### src/rtl/dmem_arbiter_if.sv
// +-----------------------------------------------------------------------------+
// | dmem_arbiter_if : core, DMA and data-memory signal bundle for dmem_arbiter   |
// | Revision 1.0                                                                 |
// +-----------------------------------------------------------------------------+
`default_nettype none

interface dmem_arbiter_if #(
  parameter int AW = 32,
  parameter int DW = 32
);
  // core load/store path
  logic          core_rd;
  logic          core_wr;
  logic [1:0]    core_mode;
  logic [AW-1:0] core_addr;
  logic [DW-1:0] core_wdata;
  logic [DW-1:0] core_rdata;
  logic          core_stall;

  // DMA / loader requester
  logic          dma_req;
  logic          dma_we;
  logic [1:0]    dma_mode;
  logic [AW-1:0] dma_addr;
  logic [DW-1:0] dma_wdata;
  logic          dma_gnt;
  logic [DW-1:0] dma_rdata;
  logic          dma_rvalid;

  // data memory port
  logic          mem_rd;
  logic          mem_wr;
  logic [1:0]    mem_mode;
  logic [AW-1:0] mem_addr;
  logic [DW-1:0] mem_wdata;
  logic [DW-1:0] mem_rdata;

  modport slave (
    input  core_rd, core_wr, core_mode, core_addr, core_wdata,
    output core_rdata, core_stall,
    input  dma_req, dma_we, dma_mode, dma_addr, dma_wdata,
    output dma_gnt, dma_rdata, dma_rvalid,
    output mem_rd, mem_wr, mem_mode, mem_addr, mem_wdata,
    input  mem_rdata
  );

  modport master (
    output core_rd, core_wr, core_mode, core_addr, core_wdata,
    input  core_rdata, core_stall,
    output dma_req, dma_we, dma_mode, dma_addr, dma_wdata,
    input  dma_gnt, dma_rdata, dma_rvalid,
    input  mem_rd, mem_wr, mem_mode, mem_addr, mem_wdata,
    output mem_rdata
  );
endinterface

`default_nettype wire

### src/rtl/dmem_arbiter.sv
// +-----------------------------------------------------------------------------+
// | dmem_arbiter : core-priority data-memory arbiter with forced DMA slots.      |
// | Optional ARB_STATS_EN adds stall/grant cycle counters. STARVE_LIM: 1..15.    |
// | Revision 1.0                                                                 |
// +-----------------------------------------------------------------------------+
`default_nettype none

module dmem_arbiter #(
  parameter int AW         = 32,
  parameter int DW         = 32,
  parameter int STARVE_LIM = 4
) (
  input  logic           clk,
  input  logic           rst,
  dmem_arbiter_if.slave  bus
`ifdef ARB_STATS_EN
  ,
  output logic [31:0]    stat_stall,
  output logic [31:0]    stat_dma
`endif
);

  localparam logic [1:0] OWN_NONE = 2'd0;
  localparam logic [1:0] OWN_CORE = 2'd1;
  localparam logic [1:0] OWN_DMA  = 2'd2;
  localparam logic [3:0] LIM      = 4'(STARVE_LIM);

  logic [1:0]    owner;
  logic          core_act;
  logic          force_dma;
  logic          gnt;
  logic          stall;
  logic          mem_rd_w;
  logic          mem_wr_w;
  logic [1:0]    mem_mode_w;
  logic [AW-1:0] mem_addr_w;
  logic [DW-1:0] mem_wdata_w;

  logic [3:0]    starve_cnt_q, starve_cnt_d;
  logic [DW-1:0] dma_rdata_q,  dma_rdata_d;
  logic          dma_rvalid_q, dma_rvalid_d;

  always_comb begin
    core_act  = bus.core_rd | bus.core_wr;
    force_dma = bus.dma_req & (starve_cnt_q == LIM);
    owner     = OWN_NONE;
    if (bus.dma_req & (!core_act | force_dma)) begin
      owner = OWN_DMA;
    end else if (core_act) begin
      owner = OWN_CORE;
    end
  end

  // A simultaneous core read+write resolves to a write.
  always_comb begin
    mem_rd_w    = 1'b0;
    mem_wr_w    = 1'b0;
    mem_mode_w  = 2'b00;
    mem_addr_w  = {AW{1'b0}};
    mem_wdata_w = {DW{1'b0}};
    gnt         = 1'b0;
    stall       = 1'b0;
    case (owner)
      OWN_CORE: begin
        mem_rd_w    = bus.core_rd & ~bus.core_wr;
        mem_wr_w    = bus.core_wr;
        mem_mode_w  = bus.core_mode;
        mem_addr_w  = bus.core_addr;
        mem_wdata_w = bus.core_wdata;
      end
      OWN_DMA: begin
        mem_rd_w    = ~bus.dma_we;
        mem_wr_w    = bus.dma_we;
        mem_mode_w  = bus.dma_mode;
        mem_addr_w  = bus.dma_addr;
        mem_wdata_w = bus.dma_wdata;
        gnt         = 1'b1;
        stall       = core_act;
      end
      default: begin
      end
    endcase
  end

  always_comb begin
    bus.mem_rd     = mem_rd_w;
    bus.mem_wr     = mem_wr_w;
    bus.mem_mode   = mem_mode_w;
    bus.mem_addr   = mem_addr_w;
    bus.mem_wdata  = mem_wdata_w;
    bus.core_rdata = bus.mem_rdata;
    bus.core_stall = stall;
    bus.dma_gnt    = gnt;
    bus.dma_rdata  = dma_rdata_q;
    bus.dma_rvalid = dma_rvalid_q;
  end

  always_comb begin
    starve_cnt_d = starve_cnt_q;
    if (!bus.dma_req || gnt) begin
      starve_cnt_d = 4'd0;
    end else if (starve_cnt_q != LIM) begin
      starve_cnt_d = starve_cnt_q + 4'd1;
    end
  end

  always_comb begin
    dma_rdata_d  = dma_rdata_q;
    dma_rvalid_d = 1'b0;
    if (gnt && !bus.dma_we) begin
      dma_rdata_d  = bus.mem_rdata;
      dma_rvalid_d = 1'b1;
    end
  end

  always_ff @(posedge clk or negedge rst) begin
    if (!rst) begin
      starve_cnt_q <= 4'd0;
      dma_rdata_q  <= {DW{1'b0}};
      dma_rvalid_q <= 1'b0;
    end else begin
      starve_cnt_q <= starve_cnt_d;
      dma_rdata_q  <= dma_rdata_d;
      dma_rvalid_q <= dma_rvalid_d;
    end
  end

`ifdef ARB_STATS_EN
  logic [31:0] stat_stall_q, stat_stall_d;
  logic [31:0] stat_dma_q,   stat_dma_d;

  always_comb begin
    stat_stall_d = stat_stall_q + {31'd0, stall};
    stat_dma_d   = stat_dma_q + {31'd0, gnt};
  end

  always_ff @(posedge clk or negedge rst) begin
    if (!rst) begin
      stat_stall_q <= 32'd0;
      stat_dma_q   <= 32'd0;
    end else begin
      stat_stall_q <= stat_stall_d;
      stat_dma_q   <= stat_dma_d;
    end
  end

  assign stat_stall = stat_stall_q;
  assign stat_dma   = stat_dma_q;
`endif

endmodule

`default_nettype wire
### src/flat_wrapper.sv
// flat-port wrapper written by rule: the top's interface ports become plain ports
module dmem_arbiter_flat 
#(
  parameter int AW         = 32,
  parameter int DW         = 32,
  parameter int STARVE_LIM = 4
)
  (clk, rst, bus_core_rd, bus_core_wr, bus_core_mode, bus_core_addr, bus_core_wdata, bus_core_rdata, bus_core_stall, bus_dma_req, bus_dma_we, bus_dma_mode, bus_dma_addr, bus_dma_wdata, bus_dma_gnt, bus_dma_rdata, bus_dma_rvalid, bus_mem_rd, bus_mem_wr, bus_mem_mode, bus_mem_addr, bus_mem_wdata, bus_mem_rdata);
  dmem_arbiter_if #(.AW(AW), .DW(DW)) bus_i ();
  input  logic clk;
  input  logic rst;
  input wire logic [$bits(bus_i.core_rd)-1:0] bus_core_rd;
  input wire logic [$bits(bus_i.core_wr)-1:0] bus_core_wr;
  input wire logic [$bits(bus_i.core_mode)-1:0] bus_core_mode;
  input wire logic [$bits(bus_i.core_addr)-1:0] bus_core_addr;
  input wire logic [$bits(bus_i.core_wdata)-1:0] bus_core_wdata;
  output wire logic [$bits(bus_i.core_rdata)-1:0] bus_core_rdata;
  output wire logic [$bits(bus_i.core_stall)-1:0] bus_core_stall;
  input wire logic [$bits(bus_i.dma_req)-1:0] bus_dma_req;
  input wire logic [$bits(bus_i.dma_we)-1:0] bus_dma_we;
  input wire logic [$bits(bus_i.dma_mode)-1:0] bus_dma_mode;
  input wire logic [$bits(bus_i.dma_addr)-1:0] bus_dma_addr;
  input wire logic [$bits(bus_i.dma_wdata)-1:0] bus_dma_wdata;
  output wire logic [$bits(bus_i.dma_gnt)-1:0] bus_dma_gnt;
  output wire logic [$bits(bus_i.dma_rdata)-1:0] bus_dma_rdata;
  output wire logic [$bits(bus_i.dma_rvalid)-1:0] bus_dma_rvalid;
  output wire logic [$bits(bus_i.mem_rd)-1:0] bus_mem_rd;
  output wire logic [$bits(bus_i.mem_wr)-1:0] bus_mem_wr;
  output wire logic [$bits(bus_i.mem_mode)-1:0] bus_mem_mode;
  output wire logic [$bits(bus_i.mem_addr)-1:0] bus_mem_addr;
  output wire logic [$bits(bus_i.mem_wdata)-1:0] bus_mem_wdata;
  input wire logic [$bits(bus_i.mem_rdata)-1:0] bus_mem_rdata;
  assign bus_i.core_rd = bus_core_rd;
  assign bus_i.core_wr = bus_core_wr;
  assign bus_i.core_mode = bus_core_mode;
  assign bus_i.core_addr = bus_core_addr;
  assign bus_i.core_wdata = bus_core_wdata;
  assign bus_core_rdata = bus_i.core_rdata;
  assign bus_core_stall = bus_i.core_stall;
  assign bus_i.dma_req = bus_dma_req;
  assign bus_i.dma_we = bus_dma_we;
  assign bus_i.dma_mode = bus_dma_mode;
  assign bus_i.dma_addr = bus_dma_addr;
  assign bus_i.dma_wdata = bus_dma_wdata;
  assign bus_dma_gnt = bus_i.dma_gnt;
  assign bus_dma_rdata = bus_i.dma_rdata;
  assign bus_dma_rvalid = bus_i.dma_rvalid;
  assign bus_mem_rd = bus_i.mem_rd;
  assign bus_mem_wr = bus_i.mem_wr;
  assign bus_mem_mode = bus_i.mem_mode;
  assign bus_mem_addr = bus_i.mem_addr;
  assign bus_mem_wdata = bus_i.mem_wdata;
  assign bus_i.mem_rdata = bus_mem_rdata;
  dmem_arbiter #(.AW(AW), .DW(DW), .STARVE_LIM(STARVE_LIM)) u_core (.clk(clk), .rst(rst), .bus(bus_i));
endmodule
### config.mk
export PLATFORM = sky130hd
export DESIGN_NAME = dmem_arbiter_flat
export DESIGN_NICKNAME = d
export VERILOG_FILES = /design/src/rtl/dmem_arbiter_if.sv /design/src/rtl/dmem_arbiter.sv /design/src/flat_wrapper.sv
export SDC_FILE = /design/constraint.sdc
export NUM_CORES = 1
export LEC_CHECK = 0
export ABC_CLOCK_PERIOD_IN_PS = 2500
export BUFFER_PORTS_ARGS = -buffer_cell sky130_fd_sc_hd__buf_2
export CELL_PAD_IN_SITES_DETAIL_PLACEMENT = 1
export CELL_PAD_IN_SITES_GLOBAL_PLACEMENT = 2
export CORE_MARGIN = 10
export CORE_UTILIZATION = 16
export DETAILED_ROUTE_END_ITERATION = 10
export PLACE_DENSITY_LB_ADDON = 0.12
export SLEW_MARGIN = 20
export SYNTH_ARGS = -nofsm -noshare
export SYNTH_HDL_FRONTEND = slang
export SYNTH_SLANG_ARGS = --single-unit
### constraint.sdc
create_clock -name clk -period 2.5 [get_ports clk]
set_clock_uncertainty 0.15 [all_clocks]
set_input_delay 0.625 -clock clk [delete_from_list [all_inputs] [get_ports clk]]
set_output_delay 0.625 -clock clk [all_outputs]
set_load 0.005 [all_outputs]
# Yosys cells after proc, flatten, opt, wreduce, memory -nomap -nowiden
# Cells that the tools add are included.
# word_totals
mem_bits_rw	0
romBits	0
register_bits	37
latchBits	0
inputBits	170
n_memories	0
# classes
n_mux	12
n_lt_le_gt_ge	0
add_sub_neg	1
bitwise_logic	7
reduce_logical	6
eq_ne	4
n_shift	0
mul	0
n_div	0
# op_table
operator	n
$pmux W32 S2	2
$mux W4	2
$add A4 B1 Y4 const B	1
$eq A4 B3 Y1 const B	1
$mux W1	4
$ne A4 B3 Y1 const B	1
$pmux W1 S2	2
$pmux W2 S2	1
$and A1 B1 Y1	3
$logic_not A1 Y1	3
$eq A2 B1 Y1 const B	1
$eq A2 B2 Y1 const B	1
$mux W2	1
$not A1 Y1	2
$or A1 B1 Y1	2
$reduce_bool A2 Y1	1
$logic_and A1 B1 Y1	1
$logic_or A1 B1 Y1	1

# Longest topological paths before layout
# Gate-level depths: netlist (run 1).
# depth
word_depth	9
ltp_mapped	7
mapped_depth_nobuf	5

# Worst setup path after synthesis (run 1)
# Ideal clock, no wire load.
# synth_timing
path_kind	in2out
from	input port bus_core_wr
to	output port bus_mem_wr
slack_ps	161
arrival_ps	1564
n_path_buf	1
cell_stages	4
cell_sequence	or2_4 > a21boi_2 > buf_4 > mux2_2
# synth_between
elab_chain_len	7
# synth_lines
item	line_no	text
start: declaration	flat_wrapper.sv:13	input wire logic [$bits(bus_i.core_wr)-1:0] bus_core_wr;
$or A1 B1 Y1	dmem_arbiter.sv:44	core_act = bus.core_rd | bus.core_wr;
$logic_not A1 Y1	dmem_arbiter.sv:47	if (bus.dma_req & (!core_act | force_dma)) begin
$or A1 B1 Y1	dmem_arbiter.sv:47	
$and A1 B1 Y1	dmem_arbiter.sv:47	
$mux W2	dmem_arbiter.sv:47	
$eq A2 B2 Y1 / $eq A2 B1 Y1 (equally long branches)	dmem_arbiter.sv:63	case (owner)
$pmux W1 S2 (*)	dmem_arbiter.sv:63	
end: declaration	flat_wrapper.sv:28	output wire logic [$bits(bus_i.mem_wr)-1:0] bus_mem_wr;
# Mark *: on every way between the ends. The rest lies on a longest branch, timed or not.

# Worst setup path in the final report (run 1)
# layout_timing
from	register u_core.starve_cnt_q[1]
to	output port bus_mem_wdata[5]
# layout_between
elab_chain_len	7
# layout_lines
item	line_no	text
start: declaration	dmem_arbiter.sv:39	logic [3:0] starve_cnt_q, starve_cnt_d;
start signal: assignment	dmem_arbiter.sv:122	starve_cnt_q <= starve_cnt_d;
$eq A4 B3 Y1 (*)	dmem_arbiter.sv:45	force_dma = bus.dma_req & (starve_cnt_q == LIM);
$and A1 B1 Y1 (*)	dmem_arbiter.sv:45	
$or A1 B1 Y1 (*)	dmem_arbiter.sv:47	
$and A1 B1 Y1 (*)	dmem_arbiter.sv:47	
$mux W2 (*)	dmem_arbiter.sv:47	
$eq A2 B2 Y1 / $eq A2 B1 Y1 (equally long branches)	dmem_arbiter.sv:63	
$pmux W32 S2 (*)	dmem_arbiter.sv:63	
end: declaration	flat_wrapper.sv:31	output wire logic [$bits(bus_i.mem_wdata)-1:0] bus_mem_wdata;
# Marked as above.

==> results of run 1 <==
[path summary, 6_finish.rpt]
kind / endpoint / cells after the start
min reg2reg: u_core.bus.dma_rdata[1] / 1
min in group clk: u_core.bus.dma_rdata[1] / 1
max reg2reg: u_core.bus.dma_rdata[0] / 7
max: bus_mem_wdata[5] / 9
max in group asynchronous: u_core.bus.dma_rdata[15] / 2
min: u_core.bus.dma_rdata[8] / 1
[layer usage]
| metal | vias to the layer above | global-route usage | wire, microns |
|---|---|---|---|
| met5 | - | 0 | 60 |
| met4 | 8 | 0.0121 | 27 |
| met3 | 10 | 0.0574 | 1310 |
| met2 | 162 | 0.248 | 8450 |
| met1 | 1418 | 0.124 | 5200 |
| li1 | 1336 | - | - |
[cells by family (layout without fill, tap and decap cells)]
group	Yosys count	count (layout)	synth area share
mux	33	33	0.188
buf+inv	51	340	0.150
xor+xnor	2	2	0.00690
fa+ha+maj	2	2	0.00986
compound gates	71	71	0.247
flops	37	37	0.365
simple gates	13	13	0.0340
[cell usage in the layout (no fill, tap or decap)]
master     synthesis  layout
xnor2_1            1       1
a22o_1            66      66
a211oi_2           0       1
ha_1               2       1
nand3b_4           1       1
mux2_4            28      29
buf_6              0       9
buf_4             39      13
xor2_1             1       1
clkbuf_16          0       8
buf_2              7     299
or2_4              1       2
bufinv_16          0       1
nand2b_1           1       1
buf_12             0       6
a21boi_4           0       1
mux2_2             5       4
inv_2              0       2
nand2_1            1       1
ha_4               0       1
nor2_1             4       4
and3_1             2       2
and3b_2            0       1
nand3_1            1       1
clkinv_4           0       1
clkbuf_1           0       1
o21a_1             1       1
dfrtp_1           37      37
a21oi_4            1       2
[flip-flops by register name, indices dropped and copies added, names as in the netlist]
register and count:
u_core.bus.dma_rvalid 1, u_core.starve_cnt_q 4, u_core.bus.dma_rdata 32
[metrics by stage]
step                       util  cells  area (sq um)  hold WS, ns
after floorplan               -    209          2540        0.179
after global placement    0.267    687          4110        0.336
after detailed placement  0.267    687          4110        0.338
after CTS                 0.286    702          4400        0.193
after global routing      0.295    709          4530        0.218
final                     0.295    709          4530        0.177
[where the power goes]
| group | internal (mW) | switching, mW | leakage, nW |
|---|---|---|---|
| Combinational | 0.533 | 0.342 | 2.06 |
| Clock | 0.473 | 0.249 | 0.0810 |
| Sequential | 0.726 | 0.0645 | 0.450 |
| Total | 1.73 | 0.655 | 2.59 |
[what timing repair did]
item	CTS	global route
setup buffers	6	4
cloned	1	5
pin swaps	2	5
setup endpoints to repair	69	69
gates resized for setup	15	12
[layout make-up]
cell class | instances | share of cell area
tap | 211 | 0.0583
sequential | 37 | 0.204
inverter | 2 | 0.00166
clock inverter | 2 | 0.00856
timing repair buffer | 330 | 0.417
clock buffer | 6 | 0.0284
multi-input combinational | 121 | 0.281
==> out/results.ini, run 1 <==
[timing]
layout_setup_ws_ns = -0.148
hold_viol = 0
slew_violations = 0
period_share = 1.06
finalSetupViolCount = 66
relSlewSlack = 0.632
rsz0062_at_grt = true
fmax_mhz = 378
post-route-min-period_ns = 2.65
tightestPinTransition_ns = 0.552
setup_tns_ns = -6.86

[cts]
cts_buffers = 5
htreeDepth = 2
cts_hold_buffers = 0
cts_tree = done
cts.path.max_buffers = 2
path_clk_slew_ns = 0.06
root_buffer = clkbuf_16
cts.sinks = 37
insertion_delay_ns = 0.27

[synth]
ys.flop_type = dfrtp_1
syn_avg_cell_area_sq_um = 12.1
synth_edf_count = 0
netlist_instances = 209
async_flop_share = 1.00
seq_area_frac_synth = 0.365
yosysWarnings = 0
yosysTopAreaCell = dfrtp_1
ys_types = 25
synth.top_cell.area_share = 0.365
yosys-top-cells-count = a22o_1, buf_4, dfrtp_1, mux2_4, buf_2
syn-num-nets = 381
ys_ff_latch = 37
ys_top_cells_by_area = dfrtp_1, a22o_1, mux2_4
syn_area_sq_um = 2540
synthMostInstantiatedCell = a22o_1

[grt]
grt_pass1_vias = 3161
grt_max_degree = 36
grt_overflow = 0
grt.total_usage = 0.128
antenna_found_initial = 4
grt_pass1_wl_microns = 21400

[worst_setup_path]
critPathMaxFanout = 7
r2r_start = u_core.starve_cnt_q[1]
reg2reg_slack_ns = 0.56
crit_required_ns = 1.73
slowest_stage = dfrtp_1
crit_path_start_kind = register
path_common_cell = buf_6
worstPathCellList = inv_2, ha_4, and3b_2, a21oi_4, buf_6, buf_6, clkbuf_16, a22o_1, buf_2
cp.buffers_inverters = 5
cpLargestDelayFamily = buffers and inverters
cp.arrival_ns = 1.87
cp-startpoint = u_core.starve_cnt_q[1]
critPathKind = register to output pin
end_kind = output pin
cp_slowest_stage_delay_ns = 0.39

[power]
vdd_drop_max_v = 0.000231
power.leakage_nw = 2.59
p_total_mw = 2.39
p_per_area_nw_per_um2 = 527

[place]
portBuffers = 304
place.gp.congestion = 0.788
dpl_worst_slack_ns = -0.0500
dp_hpwl_microns = 12500

[detailed_routing]
drt_iter0_markers = 71
route.detailed.drc = 0
num_vias = 2934
viasPerCell = 4.14
wirelength_microns = 15100
ant_nets = 0
wl_per_cell_microns = 21.2
drt_first_pass_iters = 4

[layout]
fill_cells = 1834
drive_gt1_frac = 0.765
finalNetCount = 669
regArea_sq_um = 926
multiInputGateArea_sq_um = 1270
diodes = 0
syn_to_final_growth_pct = 78.6

[floorplanning]
core_area_sq_um = 15400
die_height_microns = 146
die_w_microns = 146
initial_core_util = 0.165
rows = 45
dieArea_sq_um = 21300
io_pins = 305

[run_status]
status = complete, but fails checks
violations = negative setup slack

[run]
max_cap_viol_count = 0

[worst_hold_path]
hold_path_class = primary input to asynchronous set/reset pin

Note: power is estimated with default switching activity, not from simulation.
==> run 2: changes to the inputs <==
--- a/config.mk
+++ b/config.mk
@@ -5,12 +5,12 @@
 export SDC_FILE = /design/constraint.sdc
 export NUM_CORES = 1
 export LEC_CHECK = 0
-export ABC_CLOCK_PERIOD_IN_PS = 2500
+export ABC_CLOCK_PERIOD_IN_PS = 3000
 export BUFFER_PORTS_ARGS = -buffer_cell sky130_fd_sc_hd__buf_2
-export CELL_PAD_IN_SITES_DETAIL_PLACEMENT = 1
-export CELL_PAD_IN_SITES_GLOBAL_PLACEMENT = 2
+export CELL_PAD_IN_SITES_DETAIL_PLACEMENT = 0
+export CELL_PAD_IN_SITES_GLOBAL_PLACEMENT = 1
 export CORE_MARGIN = 10
-export CORE_UTILIZATION = 16
+export CORE_UTILIZATION = 22
 export DETAILED_ROUTE_END_ITERATION = 10
 export PLACE_DENSITY_LB_ADDON = 0.12
 export SLEW_MARGIN = 20
==> constraint.sdc (replaced) <==
create_clock -name clk -period 3 [get_ports clk]
set_clock_uncertainty 0.15 [all_clocks]
set_input_delay 0.75 -clock clk [delete_from_list [all_inputs] [get_ports clk]]
set_output_delay 0.75 -clock clk [all_outputs]
set_load 0.005 [all_outputs]
==> run 2 against run 1 <==
The flow now finishes without violations; clock-buffer cell count unchanged; power decreased by 20%; sequential cell count unchanged.
==> out/results.ini, run 2 (synthesis results as in run 1) <==
[power]
p_per_area_nw_per_um2 = 462  ; was 527 nW/um^2
vdd_drop_max_v = 0.000252  ; was 0.000231 V
switching_share = 0.267  ; was 0.275
power.leakage_nw = 2.44  ; was 2.59 nW
p_total_mw = 1.91  ; was 2.39 mW
power_frac_comb = 0.348  ; was 0.366
seqPwrFrac = 0.345  ; was 0.331
p_int_mw = 1.40  ; was 1.73 mW
pwr-share-clk = 0.307  ; was 0.303
switchingPower_uw = 510  ; was 655 uW

[place]
place.gp.congestion = 0.830  ; was 0.788
dp_hpwl_microns = 11000  ; was 12,500 microns
portBuffers = 304  ; unchanged
post_dp_cell_area_sq_um = 3960  ; was 4110 sq um

[grt]
grt_overflow = 0  ; unchanged
grt_pass1_vias = 2946  ; was 3,161
grt_pass1_wl_microns = 18300  ; was 21,400 microns
grt.total_usage = 0.142  ; was 0.128
antenna_found_initial = 0  ; was 4
grt_max_degree = 40  ; was 36

[cts]
cts_resized = 0  ; was 15
htreeDepth = 2  ; unchanged
cts_buffers = 5  ; unchanged
cts_tree = done  ; unchanged
path_clk_slew_ns = 0.05  ; was 0.06 ns
cts.path.max_buffers = 2  ; unchanged
cts.sinks = 37  ; unchanged
insertion_delay_ns = 0.27  ; about the same
root_buffer = clkbuf_16  ; unchanged

[worst_hold_path]
whs_path_depth = 1
hp-start = u_core.starve_cnt_q[0]
min_to = u_core.starve_cnt_q[0]
hold_path_class = register to register  ; was primary input to asynchronous set/reset pin

[floorplanning]
io_pins = 305  ; unchanged
rows = 39  ; was 45
die_w_microns = 127  ; was 146 microns
initial_core_util = 0.223  ; was 0.165
die_height_microns = 127  ; was 146 microns
core_area_sq_um = 11400  ; was 15,400 sq um
dieArea_sq_um = 16200  ; was 21,300 sq um

[worst_setup_path]
cp.arrival_ns = 1.95  ; was 1.87 ns
worstPathCellList = inv_1, ha_1, and3b_1, a21oi_4, buf_12, a22o_1, buf_2  ; was inv_2, ha_4, and3b_2, a21oi_4, buf_6, buf_6, clkbuf_16, a22o_1, buf_2
r2r_start = u_core.starve_cnt_q[0]  ; was u_core.starve_cnt_q[1]
r2r_end = u_core.bus.dma_rdata[1]  ; was u_core.bus.dma_rdata[0]
critPathKind = register to output pin  ; unchanged
rr_worst_depth = 6  ; was 7
cp_slowest_stage_delay_ns = 0.38  ; was 0.39 ns
end_kind = output pin  ; unchanged
slowest_stage = dfrtp_1  ; unchanged
critPathMaxFanout = 39  ; was 7
reg2reg_slack_ns = 0.87  ; was 0.56 ns
crit_required_ns = 2.10  ; was 1.73 ns
crit_path_start_kind = register  ; unchanged

[layout]
layout_common_cells = buf_2, a22o_1, dfrtp_1  ; unchanged
syn_to_final_growth_pct = 63.2  ; was 78.6%
largest_reg_flops = 32  ; unchanged
fill_cells = 1192  ; was 1,834
finalNetCount = 650  ; was 669
diodes = 0  ; unchanged
drive_gt1_frac = 0.745  ; was 0.765
stdcell_area_sq_um = 4140  ; was 4530 sq um
final_common_cell = buf_2  ; unchanged

[detailed_routing]
viasPerCell = 4.41  ; was 4.14
drt_iter0_markers = 178  ; was 71
wl_per_cell_microns = 20.6  ; was 21.2 microns
ant_nets = 0  ; unchanged
wirelength_microns = 12800  ; was 15,100 microns
drt_first_pass_iters = 4  ; unchanged
num_vias = 2743  ; was 2,934
route.detailed.drc = 0  ; unchanged

[timing]
setup_tns_ns = 0  ; was -6.86 ns
tightestPinTransition_ns = 0.834  ; was 0.552 ns
hold_viol = 0  ; unchanged
relSlewSlack = 0.444  ; was 0.632
fmax_mhz = 351
slew_violations = 0  ; unchanged
post-route-min-period_ns = 2.85
rsz0062_at_grt = false  ; was true
finalSetupViolCount = 0  ; was 66
period_share = 0.949

[run]
max_cap_viol_count = 0  ; unchanged

[run_status]
status = finished, final reports clean  ; was complete, but fails checks

==> run 2: cell types whose count changed in the layout (fill, tap and decap cells not counted), sizes merged <==
cell and change:
buf -16, clkbuf -3
==> run 2: worst max path at each step <==
stage                                start                 to  slack [ns]  cells after the start
floorplan                      bus_core_wr         bus_mem_wr        0.41                      4
global placement               bus_core_wr   bus_mem_addr[23]        0.14                      6
detailed placement             bus_core_wr    bus_mem_addr[9]         0.1                      6
CTS                 u_core.starve_cnt_q[0]    bus_mem_addr[9]        0.12                      7
global route        u_core.starve_cnt_q[0]  bus_mem_wdata[13]        0.03                      7
finish              u_core.starve_cnt_q[0]    bus_mem_addr[9]        0.15                      7
==> run 2: timing repair <==
item	CTS	global route
hold buffers	0	0
endpoints found under the hold margin	0	0
buffers inserted	2	0
endpoints found under the setup margin	51	0
==> run 2: area by class of cell <==
type,instances,area [sq um],area share
multi-input cells,121,1250,0.302
repair buffers,311,1610,0.389
clock inverters,2,38.8,0.00937
clock buffers,6,129,0.0311
flip-flops and latches,37,926,0.224
well taps,143,179,0.0432
inverters,2,7.51,0.00181
==> run 2: stage by stage <==
step / hold WS [ns] / worst slack (ns) / std cells / utilization
3_3_place_gp: 0.330 / 0.143 / 612 / 0.348
4_1_cts: 0.340 / 0.124 / 622 / 0.364
6_report: 0.335 / 0.154 / 622 / 0.364
3_5_place_dp: 0.333 / 0.0992 / 612 / 0.348
5_1_grt: 0.366 / 0.0273 / 622 / 0.364
2_1_floorplan: 0.302 / 0.411 / 209 / -
==> run 2: per-layer routing <==
metal  routed length (microns)  global-route usage  part of all wire
met1                      4360               0.147              0.34
met2                      7030               0.276              0.55
met3                      1370              0.0500              0.11
met4                        71              0.0154            0.0055
met5                         0                   0                 0
==> run 2: critical path, delay by kind of cell, from the launching register on <==
family | cells | cell delay [ns]
adders and majority gates | 1 | 0.23
DFF | 1 | 0.38
AOI/OAI and AO/OA | 2 | 0.37
and+or+nand+nor | 1 | 0.25
buffers and inverters | 3 | 0.43
==> run 2: power groups by stage <==
stage	registers [mW]	clock network (mW)	logic, mW
final	0.660	0.586	0.666
after global routing	0.675	0.631	0.731
after CTS	0.661	0.609	0.687
after detailed placement	0.664	0	0.683
after global placement	0.665	0	0.685
after floorplan	0.676	0	0.310
==> run 3: changes to the inputs <==
--- a/config.mk
+++ b/config.mk
@@ -13,6 +13,7 @@
 export CORE_UTILIZATION = 22
 export DETAILED_ROUTE_END_ITERATION = 10
 export PLACE_DENSITY_LB_ADDON = 0.12
+export REMOVE_ABC_BUFFERS = 1
 export SLEW_MARGIN = 20
 export SYNTH_ARGS = -nofsm -noshare
 export SYNTH_HDL_FRONTEND = slang
==> run 3 against run 2 <==
Sequential share of layout area rose by 0.095 points; clock power rose by 2%; highest routed layer unchanged; via count fell by 1.6%; critical path depth decreased by 1; maximum frequency is 1.8% lower; non-clock buffer count is 2 lower; worst setup slack got worse by 0.052 ns; final area shrank 0.42%; wire length is 4.7% higher; first-iteration DRC count shrank 41%; die area unchanged.
==> out/results.ini, run 3 (synthesis results as in run 1) <==
[power]
power.leakage_nw = 2.43  ; was 2.44 nW
p_per_area_nw_per_um2 = 467  ; was 462 nW/um^2
p_total_mw = 1.92  ; was 1.91 mW
vdd_drop_max_v = 0.000290  ; was 0.000252 V

[layout]
fin_cells = 621  ; was 622
diodes = 0  ; unchanged
fill_cells = 1204  ; was 1,192
syn_to_final_growth_pct = 62.5  ; was 63.2%
finalNetCount = 649  ; was 650
layout_common_cells = buf_2, a22o_1, dfrtp_1  ; unchanged
final_common_cell = buf_2  ; unchanged
drive_gt1_frac = 0.747  ; was 0.745
largest_reg_flops = 32  ; unchanged
postLayoutCoreUtil = 0.363  ; was 0.364
stdcell_area_sq_um = 4120  ; was 4140 sq um

[place]
dpl_worst_slack_ns = 0.0765  ; was 0.0992 ns
portBuffers = 304  ; unchanged
post_dp_cell_area_sq_um = 3940  ; was 3960 sq um
place.gp.congestion = 0.840  ; was 0.830
dp_hpwl_microns = 11500  ; was 11,000 microns
dp_cells = 611  ; was 612

[cts]
cts_tree = done  ; unchanged
cts_buffers = 5  ; unchanged
cts.sinks = 37  ; unchanged
insertion_delay_ns = 0.27  ; about the same
post_cts_buffers = 1  ; was 2
cts_hold_buffers = 0  ; unchanged
path_clk_slew_ns = 0.06  ; was 0.05 ns
root_buffer = clkbuf_16  ; unchanged
cts_resized = 0  ; unchanged
cts.path.max_buffers = 2  ; unchanged
htreeDepth = 2  ; unchanged

[timing]
post-route-min-period_ns = 2.90  ; was 2.85 ns
setup_tns_ns = 0  ; unchanged
rsz0062_at_grt = false  ; unchanged
hold_slack_ns = 0.335  ; about the same
layout_setup_ws_ns = 0.102  ; was 0.154 ns
hold_viol = 0  ; unchanged
period_share = 0.966  ; was 0.949
tightestPinTransition_ns = 0.813  ; was 0.834 ns
slew_violations = 0  ; unchanged
finalSetupViolCount = 0  ; unchanged
fmax_mhz = 345  ; was 351 MHz
relSlewSlack = 0.458  ; was 0.444

[worst_setup_path]
cp.arrival_ns = 2.00  ; was 1.95 ns
end_kind = output pin  ; unchanged
cp_slowest_stage_delay_ns = 0.46  ; was 0.38 ns
reg2reg_slack_ns = 0.87  ; about the same
rr_worst_depth = 6  ; unchanged
critPathKind = register to output pin  ; unchanged
slowest_stage = a21oi_2  ; was dfrtp_1
r2r_end = u_core.bus.dma_rdata[1]  ; unchanged
cp.buffers_inverters = 2  ; was 3
endpoint = bus_mem_addr[7]  ; was bus_mem_addr[9]
r2r_start = u_core.starve_cnt_q[0]  ; unchanged
cp-startpoint = u_core.starve_cnt_q[0]  ; unchanged
crit_required_ns = 2.10  ; about the same
cp.depth = 6  ; was 7
cpLargestDelayFamily = compound AO/OA/AOI/OAI gates  ; was buffers and inverters
crit_path_start_kind = register  ; unchanged
worstPathCellList = inv_1, ha_1, and3b_1, a21oi_2, a22o_1, buf_2  ; was inv_1, ha_1, and3b_1, a21oi_4, buf_12, a22o_1, buf_2
critPathMaxFanout = 10  ; was 39

[detailed_routing]
drt_iter0_markers = 105  ; was 178
wl_per_cell_microns = 21.6  ; was 20.6 microns
num_vias = 2699  ; was 2,743
route.detailed.drc = 0  ; unchanged
wirelength_microns = 13400  ; was 12,800 microns
ant_nets = 0  ; unchanged
drt_first_pass_iters = 4  ; unchanged
viasPerCell = 4.35  ; was 4.41

[grt]
grt_pass1_vias = 2960  ; was 2,946
grt_overflow = 0  ; unchanged
antenna_found_initial = 0  ; unchanged
grt.total_usage = 0.149  ; was 0.142
grt_max_degree = 50  ; was 40
grt_pass1_wl_microns = 19000  ; was 18,300 microns

[floorplanning]
dieArea_sq_um = 16200  ; unchanged
die_height_microns = 127  ; unchanged
rows = 39  ; unchanged
io_pins = 305  ; unchanged
initial_core_util = 0.223  ; unchanged
die_w_microns = 127  ; unchanged
core_area_sq_um = 11400  ; unchanged

[worst_hold_path]
hold_path_class = register to register  ; unchanged

[run]
max_cap_viol_count = 0  ; unchanged

[run_status]
status = finished, final reports clean  ; unchanged

## run 3: report_power, final
part | switching [mW] | leakage (nW) | total, mW | internal, mW
clock | 0.205 | 0.0842 | 0.598 | 0.393
sequential | 0.0553 | 0.450 | 0.660 | 0.605
combinational | 0.266 | 1.90 | 0.667 | 0.401
total | 0.526 | 2.43 | 1.92 | 1.40
## run 3: routing by layer
metal | global-route usage | wire length [microns]
met3 | 0.0550 | 1320
met5 | 0 | 0
met1 | 0.170 | 5110
met4 | 0.0241 | 109
met2 | 0.261 | 6900
## run 3: worst min-delay path by stage
stage	slack (ns)	depth (start not counted)	from	endpoint
2_1_floorplan	0.30	0	rst	u_core.bus.dma_rdata[0]
3_3_place_gp	0.32	1	u_core.starve_cnt_q[0]	u_core.starve_cnt_q[0]
3_5_place_dp	0.33	1	u_core.starve_cnt_q[0]	u_core.starve_cnt_q[0]
4_1_cts	0.33	1	u_core.starve_cnt_q[0]	u_core.starve_cnt_q[0]
5_1_grt	0.36	1	u_core.starve_cnt_q[0]	u_core.starve_cnt_q[0]
6_report	0.34	1	u_core.starve_cnt_q[0]	u_core.starve_cnt_q[0]
## run 3: cell type report
| type | instances | area (sq um) | area share |
|---|---|---|---|
| Clock inverter | 3 | 43.8 | 0.0106 |
| Inverter | 2 | 7.51 | 0.00182 |
| Multi-Input combinational cell | 122 | 1260 | 0.305 |
| Tap cell | 143 | 179 | 0.0434 |
| Clock buffer | 5 | 125 | 0.0303 |
| Sequential cell | 37 | 926 | 0.225 |
| Timing Repair Buffer | 309 | 1580 | 0.384 |
## run 3: worst reg2reg max path: stages (launching register included)
cell,delay (ns)
dfrtp_1,0.40
inv_1,0.07
ha_1,0.20
nand3b_4,0.13
a21oi_4,0.17
buf_4,0.48
mux2_2,0.41
